[src/rtl/keccak_round_ctrl_if.sv]
// Handshake/status bundle between the Keccak round sequencer and its user.
//   start, stall            : requests from the user (master) to the sequencer
//   ready, busy, done, step : sequencer status
//   round, lane_i, lane_j   : current round and lane coordinates
//   i_p1, i_p2, i_m1        : column neighbours of lane_i, modulo 5
//   wr_en                   : state-memory write strobe for the current lane/step
interface keccak_round_ctrl_if;
   logic       start;
   logic       stall;
   logic       ready;
   logic       busy;
   logic       done;
   logic [2:0] step;
   logic [4:0] round;
   logic [2:0] lane_i;
   logic [2:0] lane_j;
   logic [2:0] i_p1;
   logic [2:0] i_p2;
   logic [2:0] i_m1;
   logic       wr_en;

   modport master (
      output start, stall,
      input  ready, busy, done, step, round, lane_i, lane_j,
             i_p1, i_p2, i_m1, wr_en
   );

   modport slave (
      input  start, stall,
      output ready, busy, done, step, round, lane_i, lane_j,
             i_p1, i_p2, i_m1, wr_en
   );
endinterface

[src/rtl/keccak_round_ctrl.sv]
// Sequencer for the Keccak-f permutation datapath.
// Runs ROUNDS rounds per start; each round sweeps the 25 lanes once for each
// of THETA, RHO, PI and CHI (one lane per cycle, i fastest), then spends one
// cycle in IOTA at lane (0,0). A stall freezes everything and drops wr_en.
// Ports:
//   clk, rst_n : rising-edge clock, asynchronous active-low reset
//   bus        : keccak_round_ctrl_if slave (start/stall in, status/lanes out)
// Parameter:
//   ROUNDS     : permutation rounds per start, 1..31
//
// state   | meaning
// --------+-----------------------------------------------
// IDLE  0 | waiting for start, ready=1
// THETA 1 | lane sweep, theta step
// RHO   2 | lane sweep, rho step
// PI    3 | lane sweep, pi step
// CHI   4 | lane sweep, chi step
// IOTA  5 | single cycle at lane (0,0), then next round or DONE
// DONE  6 | one-cycle done pulse, then IDLE
module keccak_round_ctrl #(
   parameter int ROUNDS = 24
) (
   input logic                clk,
   input logic                rst_n,
   keccak_round_ctrl_if.slave bus
);

   localparam logic [2:0] S_IDLE  = 3'd0;
   localparam logic [2:0] S_THETA = 3'd1;
   localparam logic [2:0] S_RHO   = 3'd2;
   localparam logic [2:0] S_PI    = 3'd3;
   localparam logic [2:0] S_CHI   = 3'd4;
   localparam logic [2:0] S_IOTA  = 3'd5;
   localparam logic [2:0] S_DONE  = 3'd6;

   localparam logic [4:0] LAST_ROUND = 5'(ROUNDS - 1);

   logic [2:0] state;
   logic [4:0] round;
   logic [2:0] lane_i;
   logic [2:0] lane_j;
   logic       busy;

   assign busy = (state >= S_THETA) && (state <= S_IOTA);

   always_ff @(posedge clk or negedge rst_n) begin
      if (!rst_n) begin
         state  <= S_IDLE;
         round  <= 5'd0;
         lane_i <= 3'd0;
         lane_j <= 3'd0;
      end else begin
         case (state)
            S_IDLE: begin
               if (bus.start) begin
                  state  <= S_THETA;
                  round  <= 5'd0;
                  lane_i <= 3'd0;
                  lane_j <= 3'd0;
               end
            end
            S_THETA, S_RHO, S_PI, S_CHI: begin
               if (!bus.stall) begin
                  if (lane_i == 3'd4) begin
                     lane_i <= 3'd0;
                     if (lane_j == 3'd4) begin
                        lane_j <= 3'd0;
                        // sweep steps are numbered consecutively; CHI+1 is IOTA
                        state  <= state + 3'd1;
                     end else begin
                        lane_j <= lane_j + 3'd1;
                     end
                  end else begin
                     lane_i <= lane_i + 3'd1;
                  end
               end
            end
            S_IOTA: begin
               if (!bus.stall) begin
                  if (round == LAST_ROUND) begin
                     state <= S_DONE;
                  end else begin
                     round <= round + 5'd1;
                     state <= S_THETA;
                  end
               end
            end
            S_DONE: begin
               // round stays at its last value during the done pulse,
               // and returns to 0 for the idle presentation
               state <= S_IDLE;
               round <= 5'd0;
            end
            default: begin
               state  <= S_IDLE;
               round  <= 5'd0;
               lane_i <= 3'd0;
               lane_j <= 3'd0;
            end
         endcase
      end
   end

   // Column neighbours, mod 5, from the presented lane
   always_comb begin
      bus.i_p1 = 3'd1;
      bus.i_p2 = 3'd2;
      bus.i_m1 = 3'd4;
      case (lane_i)
         3'd0: begin bus.i_p1 = 3'd1; bus.i_p2 = 3'd2; bus.i_m1 = 3'd4; end
         3'd1: begin bus.i_p1 = 3'd2; bus.i_p2 = 3'd3; bus.i_m1 = 3'd0; end
         3'd2: begin bus.i_p1 = 3'd3; bus.i_p2 = 3'd4; bus.i_m1 = 3'd1; end
         3'd3: begin bus.i_p1 = 3'd4; bus.i_p2 = 3'd0; bus.i_m1 = 3'd2; end
         3'd4: begin bus.i_p1 = 3'd0; bus.i_p2 = 3'd1; bus.i_m1 = 3'd3; end
         default: begin bus.i_p1 = 3'd1; bus.i_p2 = 3'd2; bus.i_m1 = 3'd4; end
      endcase
   end

   assign bus.ready  = (state == S_IDLE);
   assign bus.busy   = busy;
   assign bus.done   = (state == S_DONE);
   assign bus.step   = state;
   assign bus.round  = round;
   assign bus.lane_i = lane_i;
   assign bus.lane_j = lane_j;
   assign bus.wr_en  = busy && !bus.stall;

endmodule

[src/flat_wrapper.sv]
// flat-port wrapper written by rule: the top's interface ports become plain ports
module keccak_round_ctrl_flat 
#(
   parameter int ROUNDS = 24
)
  (clk, rst_n, bus_start, bus_stall, bus_ready, bus_busy, bus_done, bus_step, bus_round, bus_lane_i, bus_lane_j, bus_i_p1, bus_i_p2, bus_i_m1, bus_wr_en);
  keccak_round_ctrl_if bus_i ();
  input logic clk;
  input logic rst_n;
  input wire logic [$bits(bus_i.start)-1:0] bus_start;
  input wire logic [$bits(bus_i.stall)-1:0] bus_stall;
  output wire logic [$bits(bus_i.ready)-1:0] bus_ready;
  output wire logic [$bits(bus_i.busy)-1:0] bus_busy;
  output wire logic [$bits(bus_i.done)-1:0] bus_done;
  output wire logic [$bits(bus_i.step)-1:0] bus_step;
  output wire logic [$bits(bus_i.round)-1:0] bus_round;
  output wire logic [$bits(bus_i.lane_i)-1:0] bus_lane_i;
  output wire logic [$bits(bus_i.lane_j)-1:0] bus_lane_j;
  output wire logic [$bits(bus_i.i_p1)-1:0] bus_i_p1;
  output wire logic [$bits(bus_i.i_p2)-1:0] bus_i_p2;
  output wire logic [$bits(bus_i.i_m1)-1:0] bus_i_m1;
  output wire logic [$bits(bus_i.wr_en)-1:0] bus_wr_en;
  assign bus_i.start = bus_start;
  assign bus_i.stall = bus_stall;
  assign bus_ready = bus_i.ready;
  assign bus_busy = bus_i.busy;
  assign bus_done = bus_i.done;
  assign bus_step = bus_i.step;
  assign bus_round = bus_i.round;
  assign bus_lane_i = bus_i.lane_i;
  assign bus_lane_j = bus_i.lane_j;
  assign bus_i_p1 = bus_i.i_p1;
  assign bus_i_p2 = bus_i.i_p2;
  assign bus_i_m1 = bus_i.i_m1;
  assign bus_wr_en = bus_i.wr_en;
  keccak_round_ctrl #(.ROUNDS(ROUNDS)) u_core (.clk(clk), .rst_n(rst_n), .bus(bus_i));
endmodule
[config.mk]
export PLATFORM = sky130hd
export DESIGN_NAME = keccak_round_ctrl_flat
export DESIGN_NICKNAME = d
export VERILOG_FILES = /design/src/rtl/keccak_round_ctrl_if.sv /design/src/rtl/keccak_round_ctrl.sv /design/src/flat_wrapper.sv
export SDC_FILE = /design/constraint.sdc
export NUM_CORES = 1
export LEC_CHECK = 0
export BUFFER_PORTS_ARGS = -buffer_cell sky130_fd_sc_hd__buf_2
export CELL_PAD_IN_SITES_DETAIL_PLACEMENT = 0
export CELL_PAD_IN_SITES_GLOBAL_PLACEMENT = 1
export CORE_UTILIZATION = 37
export DETAILED_ROUTE_END_ITERATION = 16
export PLACE_DENSITY = 0.87
export SLEW_MARGIN = 20
export SYNTH_ARGS = -nofsm -noshare
export SYNTH_HDL_FRONTEND = slang
export SYNTH_SLANG_ARGS = --single-unit
[constraint.sdc]
create_clock -name clk -period 2.8 [get_ports clk]
set_clock_uncertainty 0.2 [all_clocks]
set_input_delay 0.14 -clock clk [delete_from_list [all_inputs] [get_ports clk]]
set_output_delay 0.14 -clock clk [all_outputs]
set_load 0.03 [all_outputs]
* Word level (Yosys, flattened, before mapping) *
Cells that the tools add are included.

word-level totals
  register bits = 14
  input port bits = 4
  output and inout bits = 27

cells by class
  $add $sub $neg = 4
  order comparisons = 2
  equality and inequality tests = 18
  muxes and demuxes = 22
  bitwise logic cells = 2
  reduce and logical (&&, ||, !) cells = 10

operator list
  operator                                                count
  two-way mux 3 bit                                       12
  case mux 3 bit (4 select lines)                         3
  case mux 3 bit (3 select lines)                         3
  equality test 3 bit (second input constant)             5
  two-way mux 5 bit                                       3
  case mux 5 bit (3 select lines)                         1
  equality test 3 x 2 -> 1 bit (second input constant)    4
  adder 3 x 1 -> 3 bit (second input constant)            3
  inequality test 2 bit (second input constant)           4
  AND reduction 4 bit                                     2
  equality test 3 x 1 -> 1 bit (second input constant)    2
  adder 5 x 1 -> 5 bit (second input constant)            1
  equality test 5 bit (second input constant)             1
  AND reduction 5 bit                                     1
  inequality test 2 x 1 -> 1 bit (second input constant)  2
  OR reduction 4 bit                                      1
  >= comparator 3 x 1 -> 1 bit (second input constant)    1
  less-or-equal comparator 3 bit (second input constant)  1
  logical NOT 3 bit                                       1
  AND reduction 3 bit                                     1
  logical AND 1 bit                                       2
  inverter 1 bit                                          2
  OR reduction 2 bit                                      1
  logical NOT 1 bit                                       1

* Longest topological paths before layout *
Gate-level depths: netlist of run 1.

  word-level depth = 5
  depth in mapped cells = 7
  depth with buffers taken out = 6

* Least setup slack after synthesis of run 1 *
No wires, ideal clock.

  path kind = register -> register
  start point = register u_core.state[0], in the netlist u_core.bus.step[0]
  end point = register u_core.round[4], in the netlist u_core.bus.round[4]
  arrival = 2467 ps
  required time = 2531 ps
  setup slack = 64 ps
  cell stages (with the launch flop) = 8
  path through = dfrtp_1 inv_1 ha_1 or4_4 buf_6 a221o_1 or4_1 nand3_1

between the ends
  longest elaborated chain between the ends = 4
  elaborated cells on any way between the ends = 13
  classes of those cells = eq/ne: 8; mux: 1; bitwise: 1; reduce/logical: 3

ends and longest elaborated chain
  item                                                        RTL line                 text
  start: declaration                                          keccak_round_ctrl.sv:38  logic [2:0] state;
  start signal: assignment                                    keccak_round_ctrl.sv:69  state <= state + 3'd1;
  equality test 3 x 1 -> 1 bit, or another cell as far along  keccak_round_ctrl.sv:53  case (state)
  OR reduction 4 bit                                          keccak_round_ctrl.sv:53
  inverter 1 bit (no source line)                             --
  AND reduction 4 bit (no source line)                        --
  end signal: assignment                                      keccak_round_ctrl.sv:83  round <= round + 5'd1;
  end: declaration                                            keccak_round_ctrl.sv:39  logic [4:0] round;

Parallel ways exist; a longest one is shown, timed or not.
A chain may end at the register's enable or synchronous reset.

* Worst setup path after layout of run 1 *
Same ends and word-level chain as after synthesis.

==> flow_summary_export.csv, run 1 <==
group,metric,value,unit
global_route,antenna_found_initial,0,
pwr,swShare,0.5633,
pwr,clkPwrFrac,0.075,
drt,vias,1002,
clocking,cts_made_buffers,3,
floorplanning,ios,31,
timing,setup_viol,0,
clocking,post_cts_buffers,0,
timing,slew_violations,0,
pwr,p_int,0.0006708,W
clocking,cts_sinks,14,
logic_synthesis,netlist-cell-type-count,34,
critical_path,cp_slowest_stage_delay,590,ps
cells_and_area,n_antenna_cell,0,
floorplanning,die-height,54.98,um
floorplanning,fp-row-count,18,
cells_and_area,fin_nets,169,
clocking,cts_tree,"yes",
logic_synthesis,synthFlopType,"dfrtp_1",
placed_design,port_buffers,30,
clocking,clk_latency,280,ps
flow_run,timing.max_cap.violations,0,
hold_path,hold_class,"in -> async",
critical_path,critPathMaxFanout,8,
clocking,clockRootBuffer,"clkbuf_4",
drt,wl_per_cell,12.75,um
pwr,p_sw,0.0008652,W
timing,rsz0062_at_grt,"no",
logic_synthesis,synth_top_area_share,0.3373,
global_route,grt_pass1_vias,873,
pwr,seq_power_share,0.210,
pwr,pwr_density_cell,1246,nW/um^2
logic_synthesis,syn_area_per_cell,8.583,um^2
critical_path,required,2820,ps
timing,hold_violations,0,
cells_and_area,drive_gt1_frac,0.2318,
placed_design,place.gp.congestion,0.7977,
critical_path,path_cells,"inv_1, ha_1, or4_4, a221o_1, or4_1, nand3_1",
pwr,p_comb_frac,0.716,
logic_synthesis,postSynth.asyncResetShare,1.000,
logic_synthesis,syn_inst,121,
floorplanning,die_area,3023,um^2
cells_and_area,syn_to_final_growth,18.67,%
timing,fin_crit,2601,ps
global_route,grt_pass1_wl,3670,um
critical_path,crit_slowest_cell,"or4_4",
logic_synthesis,synthTopCellsByArea,"dfrtp_1 34%, ha_1 14%, nand3_1 5.3%",
floorplanning,initial_core_util,0.4045,
pwr,p_leak,0.6502,nW
global_route,grtUsageTotal,0.1690,
timing,timing.fmax,384.5,MHz
cells_and_area,multi_input_area,613.1,um^2
logic_synthesis,ys_ff_latch,14,
logic_synthesis,synth_area,1038,um^2
timing,fin_hold_ws,97.32,ps
critical_path,start_kind,"register",
floorplanning,coreArea,2567,um^2
logic_synthesis,synth-seq-area-share,0.3373,
drt,drc,0,
run_status,outcome,"completed",
clocking,cts_buffer_depth,2,
placed_design,dp_hpwl,1763,um
timing,relSlewSlack,0.6165,
drt,final_antenna_net_count,0,
logic_synthesis,synth_nets,137,
logic_synthesis,yosysWarnings,0,
logic_synthesis,synth_area_leader_cell,"dfrtp_1",
global_route,grt_max_degree,15,
timing,tns,0,ps
logic_synthesis,synth_edf_count,0,
timing,finalCritPeriodShare,0.9288,
drt,postRouteWirelength,2307,um
critical_path,endpoint_kind,"register",
drt,drtPass1Iterations,4,
drt,viasPerCell,5.536,
clocking,clk_pin_slew,80,ps
pwr,ir_worst_vdd,0.7717,mV
floorplanning,die_w,54.98,um
cells_and_area,register_area,350.3,um^2
critical_path,rr_worst_depth,6,
critical_path,crit_arrival,2620,ps
logic_synthesis,synth.most_common_cell,"dfrtp_1",
global_route,gr-total-overflow,0,
timing,tightest_slew,567.3,ps
clocking,cts_max_level,1,
drt,drt_iter0_drc,19,
logic_synthesis,yosys-top-cells-count,"14 x dfrtp_1, 13 x nand2_1, 12 x ha_1, 11 x inv_1, 11 x nand3_1",
critical_path,critPathKind,"reg -> reg",
cells_and_area,fill_cells,261,
## cells in the final DEF, fill, tap and decap left out, drive strengths merged, types with 2 or more instances in the layout
cell	n
o21ai	7
mux2i	2
nand3	11
buf	31
o2bb2ai	2
or4	2
nor2	6
dfrtp	14
nand2b	4
nor2b	2
nand2	13
and2	4
a21oi	9
ha	12
inv	11
clkbuf	3
a22o	2
## what timing repair did
action                                 4_1_cts  5_1_grt
endpoints found under the hold margin       14        0
hold buffers                                 1        0
setup endpoints to repair                    0        0
gates resized for setup                      0        0
## worst max-delay path, delay by kind of cell, from the launching register on
kind,cells,cell delay (ps)
fa+ha+maj,1,230
compound gates,1,380
simple gates,3,1160
flops,1,450
buf+inv,1,120
## stage by stage
step	std cells	power, W	setup slack [ps]	instance area (um^2)	util
floorplan	121	0.001178	63.69	1039	-
global placement	177	0.001397	313.1	1200	0.4673
detailed placement	177	0.001420	213.4	1200	0.4673
CTS	181	0.001539	206.5	1232	0.4800
global route	181	0.001684	96.69	1232	0.4800
finish	181	0.001536	199.3	1232	0.4800
## registers in the layout (all words and copies together) (netlist names)
| name | cells |
|---|---|
| u_core.bus.round | 5 |
| u_core.bus.lane_i | 3 |
| u_core.bus.lane_j | 3 |
| u_core.bus.step | 3 |
## power groups by stage
stage / sequential, W / combinational [W] / clock [W]
2_1_floorplan: 0.000407 / 0.000772 / 0
3_3_place_gp: 0.000320 / 0.00108 / 0
3_5_place_dp: 0.000326 / 0.00109 / 0
4_1_cts: 0.000320 / 0.00110 / 0.000117
5_1_grt: 0.000330 / 0.00123 / 0.000125
6_report: 0.000322 / 0.00110 / 0.000115
## cell type report
class | instances | area share
flip-flops and latches | 14 | 0.2843
well taps | 30 | 0.03046
inverters | 11 | 0.03350
multi-input cells | 91 | 0.4975
clock buffers | 3 | 0.01827
repair buffers | 32 | 0.1360
## cells by family (layout without fill, tap and decap cells)
kind of cell    after synthesis  after routing  share of synthesized area
simple gates                 47             47                     0.2349
buf+inv                      16             46                    0.07229
flops                        14             14                     0.3374
compound gates               30             30                     0.1916
fa+ha+maj                    12             12                     0.1446
mux                           2              2                    0.01928
## worst paths after layout
check                                         start                    to  slack (ps)
worst max-delay path             u_core.bus.step[0]   u_core.bus.round[4]         200
worst min-delay path                          rst_n  u_core.bus.lane_i[2]         100
worst max register to register   u_core.bus.step[0]   u_core.bus.round[4]         200
worst min register to register  u_core.bus.round[3]   u_core.bus.round[3]         320
max in group asynchronous                     rst_n   u_core.bus.round[4]        2060
min in group clk                          bus_stall  u_core.bus.lane_j[0]         160
## routing by layer
metal | wire [um] | part of all wire | global-route usage
met5 | 0 | 0 | 0
met2 | 1106 | 0.48 | 0.2952
met1 | 1039 | 0.45 | 0.2020
met4 | 36 | 0.016 | 0.07500
met3 | 125 | 0.054 | 0.02732
(Power assumes the default switching activity.)
==> run 2, diff against run 1 <==
Settings changed: CORE_ASPECT_RATIO from default to 0.75.
==> flow_summary_export.csv, run 2 (synthesis results as in run 1) <==
group,metric,value,unit
clocking,cts_hold_buf,1,
critical_path,worstReg2RegStart,"u_core.bus.step[0]",
cells_and_area,drive_gt1_frac,0.2318,
global_route,grt_max_degree,15,
placed_design,dp_hpwl,1818,um
cells_and_area,final_common_cell,"buf_2",
global_route,grt_pass1_vias,781,
floorplanning,die_w,63.18,um
critical_path,required,2780,ps
cells_and_area,fill_cells,283,
floorplanning,die-height,47.88,um
clocking,post_cts_buffers,0,
drt,drtPass1Iterations,4,
critical_path,start_kind,"register",
timing,fin_hold_ws,122.6,ps
critical_path,endpoint_kind,"register",
cells_and_area,regMostFlops,"u_core.bus.round",
pwr,power.total,0.001582,W
global_route,grt_pass1_wl,3719,um
drt,viasPerCell,5.214,
timing,tns,0,ps
clocking,cts_buffer_depth,2,
timing,hold_violations,0,
placed_design,port_buffers,30,
timing,setup_ws,200.5,ps
cells_and_area,fin_nets,169,
timing,relSlewSlack,0.5840,
critical_path,r2r-end,"u_core.bus.round[4]",
drt,drc,0,
timing,timing.fmax,384.7,MHz
critical_path,startpoint,"u_core.bus.step[0]",
pwr,ir_worst_vdd,0.7860,mV
pwr,p_sw,0.0008674,W
pwr,swShare,0.5483,
timing,tightest_slew,615.4,ps
pwr,pwr_density_cell,1257,nW/um^2
cells_and_area,multi_input_area,613.1,um^2
critical_path,r2r_setup_slack,200,ps
clocking,cts_max_level,1,
global_route,gr-total-overflow,0,
clocking,cts_resized,0,
placed_design,place_ws,225.2,ps
drt,drt_iter0_drc,28,
critical_path,crit_arrival,2580,ps
clocking,cts_sinks,14,
placed_design,place.gp.congestion,0.8022,
global_route,grtUsageTotal,0.1621,
pwr,p_comb_frac,0.691,
pwr,p_int,0.0007146,W
pwr,seq_power_share,0.206,
cells_and_area,mostFrequentLayoutCells,"30 x buf_2, 14 x dfrtp_1, 13 x nand2_1, 12 x ha_1",
clocking,clk_pin_slew,60,ps
drt,final_antenna_net_count,0,
hold_path,hold_class,"in -> async",
floorplanning,fp-row-count,16,
pwr,clkPwrFrac,0.103,
timing,setup_viol,0,
run_status,outcome,"completed",
timing,slew_violations,0,
clocking,cts_made_buffers,3,
drt,vias,975,
drt,postRouteWirelength,2340,um
floorplanning,die_area,3025,um^2
clocking,cts_tree,"yes",
floorplanning,coreArea,2643,um^2
critical_path,critPathKind,"reg -> reg",
floorplanning,initial_core_util,0.3930,
cells_and_area,register_area,350.3,um^2
cells_and_area,n_antenna_cell,0,
cells_and_area,largest_reg_flops,5,
cells_and_area,syn_to_final_growth,21.21,%
global_route,antenna_found_initial,0,
timing,finalCritPeriodShare,0.9284,
clocking,clk_latency,240,ps
critical_path,rr_worst_depth,6,
timing,rsz0062_at_grt,"no",
drt,wl_per_cell,12.51,um
floorplanning,ios,31,
timing,fin_crit,2599,ps
clocking,clockRootBuffer,"clkbuf_8",
flow_run,timing.max_cap.violations,0,
critical_path,critPathMaxFanout,8,
critical_path,endpoint,"u_core.bus.round[4]",
pwr,p_leak,0.6580,nW
## run 2: cell types whose count changed in the layout (fill, tap and decap cells not counted)
cell,delta
clkbuf_4,-3
clkbuf_8,+3
## run 2: worst max-delay path, cell delays in order (launching register included)
cell     delay, ps
dfrtp_1        440
inv_1          130
ha_1           220
or4_4          580
a221o_1        380
or4_1          480
nand3_1         90
## run 2: area by class of cell
class | instances | share of cell area
multi-input combinational | 91 | 0.4871
sequential | 14 | 0.2783
timing repair buffer | 32 | 0.1332
tap | 36 | 0.03579
clock buffer | 3 | 0.03280
inverter | 11 | 0.03280
## run 2: power groups by stage
| stage | combinational [W] | sequential (W) | clock [W] |
|---|---|---|---|
| after floorplan | 0.000772 | 0.000407 | 0 |
| after global placement | 0.00108 | 0.000321 | 0 |
| after detailed placement | 0.00109 | 0.000330 | 0 |
| after CTS | 0.00110 | 0.000326 | 0.000170 |
| after global routing | 0.00122 | 0.000335 | 0.000175 |
| final | 0.00109 | 0.000326 | 0.000163 |
## run 2: layer usage
layer,wire length (um),vias to the layer above,track usage
li1,-,488,-
met3,93,2,0.04524
met2,1000,19,0.2409
met5,0,-,0
met4,17,0,0.04091
met1,1229,466,0.2329
## run 2: through the flow
stage / std cells / util / area, um^2
global route: 187 / 0.4763 / 1259
finish: 187 / 0.4763 / 1259
CTS: 187 / 0.4763 / 1259
detailed placement: 183 / 0.4569 / 1207
floorplan: 121 / - / 1039
global placement: 183 / 0.4569 / 1207
## run 2: how the worst min path moves through the flow
stage,start,to,slack [ps]
finish,rst_n,u_core.bus.step[2],120
global route,rst_n,u_core.bus.round[0],170
CTS,rst_n,u_core.bus.step[2],130
detailed placement,rst_n,u_core.bus.step[2],-130
global placement,rst_n,u_core.bus.round[0],-140
floorplan,rst_n,u_core.bus.lane_i[0],-360
==> run 3, diff against run 2 <==
Settings changed: REMOVE_ABC_BUFFERS from default to 1.
==> flow_summary_export.csv, run 3 (synthesis results as in run 1) <==
group,metric,value,unit
cells_and_area,fin_nets,169,
drt,drc,0,
cells_and_area,final_common_cell,"buf_2",
cells_and_area,syn_to_final_growth,21.21,%
cells_and_area,regMostFlops,"u_core.bus.round",
critical_path,r2r_setup_slack,200,ps
clocking,cts_resized,0,
drt,viasPerCell,5.193,
critical_path,path_cells,"inv_1, ha_1, or4_4, a221o_1, or4_1, nand3_1",
global_route,gr-total-overflow,0,
critical_path,endpoint_kind,"register",
floorplanning,die-height,47.88,um
pwr,p_leak,0.6580,nW
drt,final_antenna_net_count,0,
flow_run,timing.max_cap.violations,0,
drt,postRouteWirelength,2412,um
clocking,cts_max_level,1,
cells_and_area,mostFrequentLayoutCells,"30 x buf_2, 14 x dfrtp_1, 13 x nand2_1, 12 x ha_1",
timing,finalCritPeriodShare,0.9271,
clocking,cts_buffer_depth,2,
cells_and_area,n_antenna_cell,0,
global_route,antenna_found_initial,0,
timing,tightest_slew,602.8,ps
timing,slew_violations,0,
drt,drtPass1Iterations,4,
run_status,outcome,"completed",
drt,vias,971,
global_route,grtUsageTotal,0.1656,
clocking,clk_pin_slew,60,ps
critical_path,critPathMaxFanout,8,
pwr,pwr_density_cell,1267,nW/um^2
timing,fin_crit,2596,ps
cells_and_area,drive_gt1_frac,0.2318,
global_route,grt_max_degree,15,
timing,timing.fmax,385.2,MHz
cells_and_area,final_cell_count_no_fill,187,
cells_and_area,largest_reg_flops,5,
hold_path,hold_class,"in -> async",
floorplanning,die_w,63.18,um
clocking,clockRootBuffer,"clkbuf_8",
critical_path,crit_slowest_cell,"or4_4",
global_route,grt_pass1_vias,788,
floorplanning,initial_core_util,0.3930,
placed_design,dp_hpwl,1888,um
critical_path,start_kind,"register",
clocking,cts_made_buffers,3,
floorplanning,coreArea,2643,um^2
global_route,grt_pass1_wl,3698,um
timing,relSlewSlack,0.5925,
placed_design,place.gp.congestion,0.8651,
drt,drt_iter0_drc,67,
floorplanning,ios,31,
critical_path,crit_arrival,2580,ps
floorplanning,die_area,3025,um^2
clocking,cts_hold_buf,1,
placed_design,dp.cells,183,
clocking,clk_latency,250,ps
clocking,cts_sinks,14,
critical_path,rr_worst_depth,6,
cells_and_area,register_area,350.3,um^2
timing,hold_violations,0,
timing,setup_viol,0,
drt,wl_per_cell,12.90,um
critical_path,critPathKind,"reg -> reg",
critical_path,required,2790,ps
cells_and_area,multi_input_area,613.1,um^2
pwr,ir_worst_vdd,0.6128,mV
critical_path,worstReg2RegStart,"u_core.bus.step[0]",
critical_path,r2r-end,"u_core.bus.round[4]",
timing,tns,0,ps
clocking,cts_tree,"yes",
critical_path,cp_slowest_stage_delay,590,ps
timing,rsz0062_at_grt,"no",
cells_and_area,fill_cells,266,
floorplanning,fp-row-count,16,
clocking,post_cts_buffers,0,
placed_design,port_buffers,30,
==> run 3: cell counts in the layout (fill, tap and decap cells not counted) <==
Identical to the previous run, type by type.
==> run 3: critical path: cells and delay by family (launching register included) <==
kind | cells | cell delay [ps]
AO/OA/AOI/OAI | 1 | 390
AND/OR/NAND/NOR | 3 | 1170
flip-flops | 1 | 430
buffers and inverters | 1 | 130
adder cells (fa/ha/maj) | 1 | 220
==> run 3: worst max-delay path by stage <==
stage	startpoint	endpoint	slack [ps]	cells after the start
floorplan	u_core.bus.step[0]	u_core.bus.round[4]	130	6
global placement	u_core.bus.step[0]	u_core.bus.round[4]	310	6
detailed placement	u_core.bus.step[0]	u_core.bus.round[4]	230	6
CTS	u_core.bus.step[0]	u_core.bus.round[4]	220	6
global route	u_core.bus.step[0]	u_core.bus.round[4]	110	6
finish	u_core.bus.step[0]	u_core.bus.round[4]	200	6
==> run 3: per-layer routing <==
metal | track usage | share of wire
met5 | 0 | 0
met4 | 0.08636 | 0.018
met3 | 0.04762 | 0.047
met2 | 0.2430 | 0.43
met1 | 0.2253 | 0.50
==> run 3: area by class of cell <==
type,count,share of cell area
sequential,14,0.2783
multi-input combinational,91,0.4871
clock buffer,3,0.03280
inverter,11,0.03280
tap,36,0.03579
timing repair buffer,32,0.1332
==> run 3: power by group <==
group	leakage, nW	switching (W)	total [W]	internal, W
Clock	0.0216	0.0000709	0.000166	0.0000953
Combinational	0.449	0.000738	0.00110	0.000365
Sequential	0.188	0.0000699	0.000325	0.000255
==> run 3: per-stage QoR <==
stage,worst slack (ps),utilization,hold slack (ps),area [um^2],total power [W]
3_5_place_dp,231.4,0.4569,-136.6,1207,0.001422
2_1_floorplan,132.3,-,-355.6,1005,0.001139
6_report,204.2,0.4763,119.5,1259,0.001594
3_3_place_gp,305.9,0.4569,-139.6,1207,0.001410
4_1_cts,220.2,0.4763,130.7,1259,0.001599
5_1_grt,109.9,0.4763,174.6,1259,0.001720
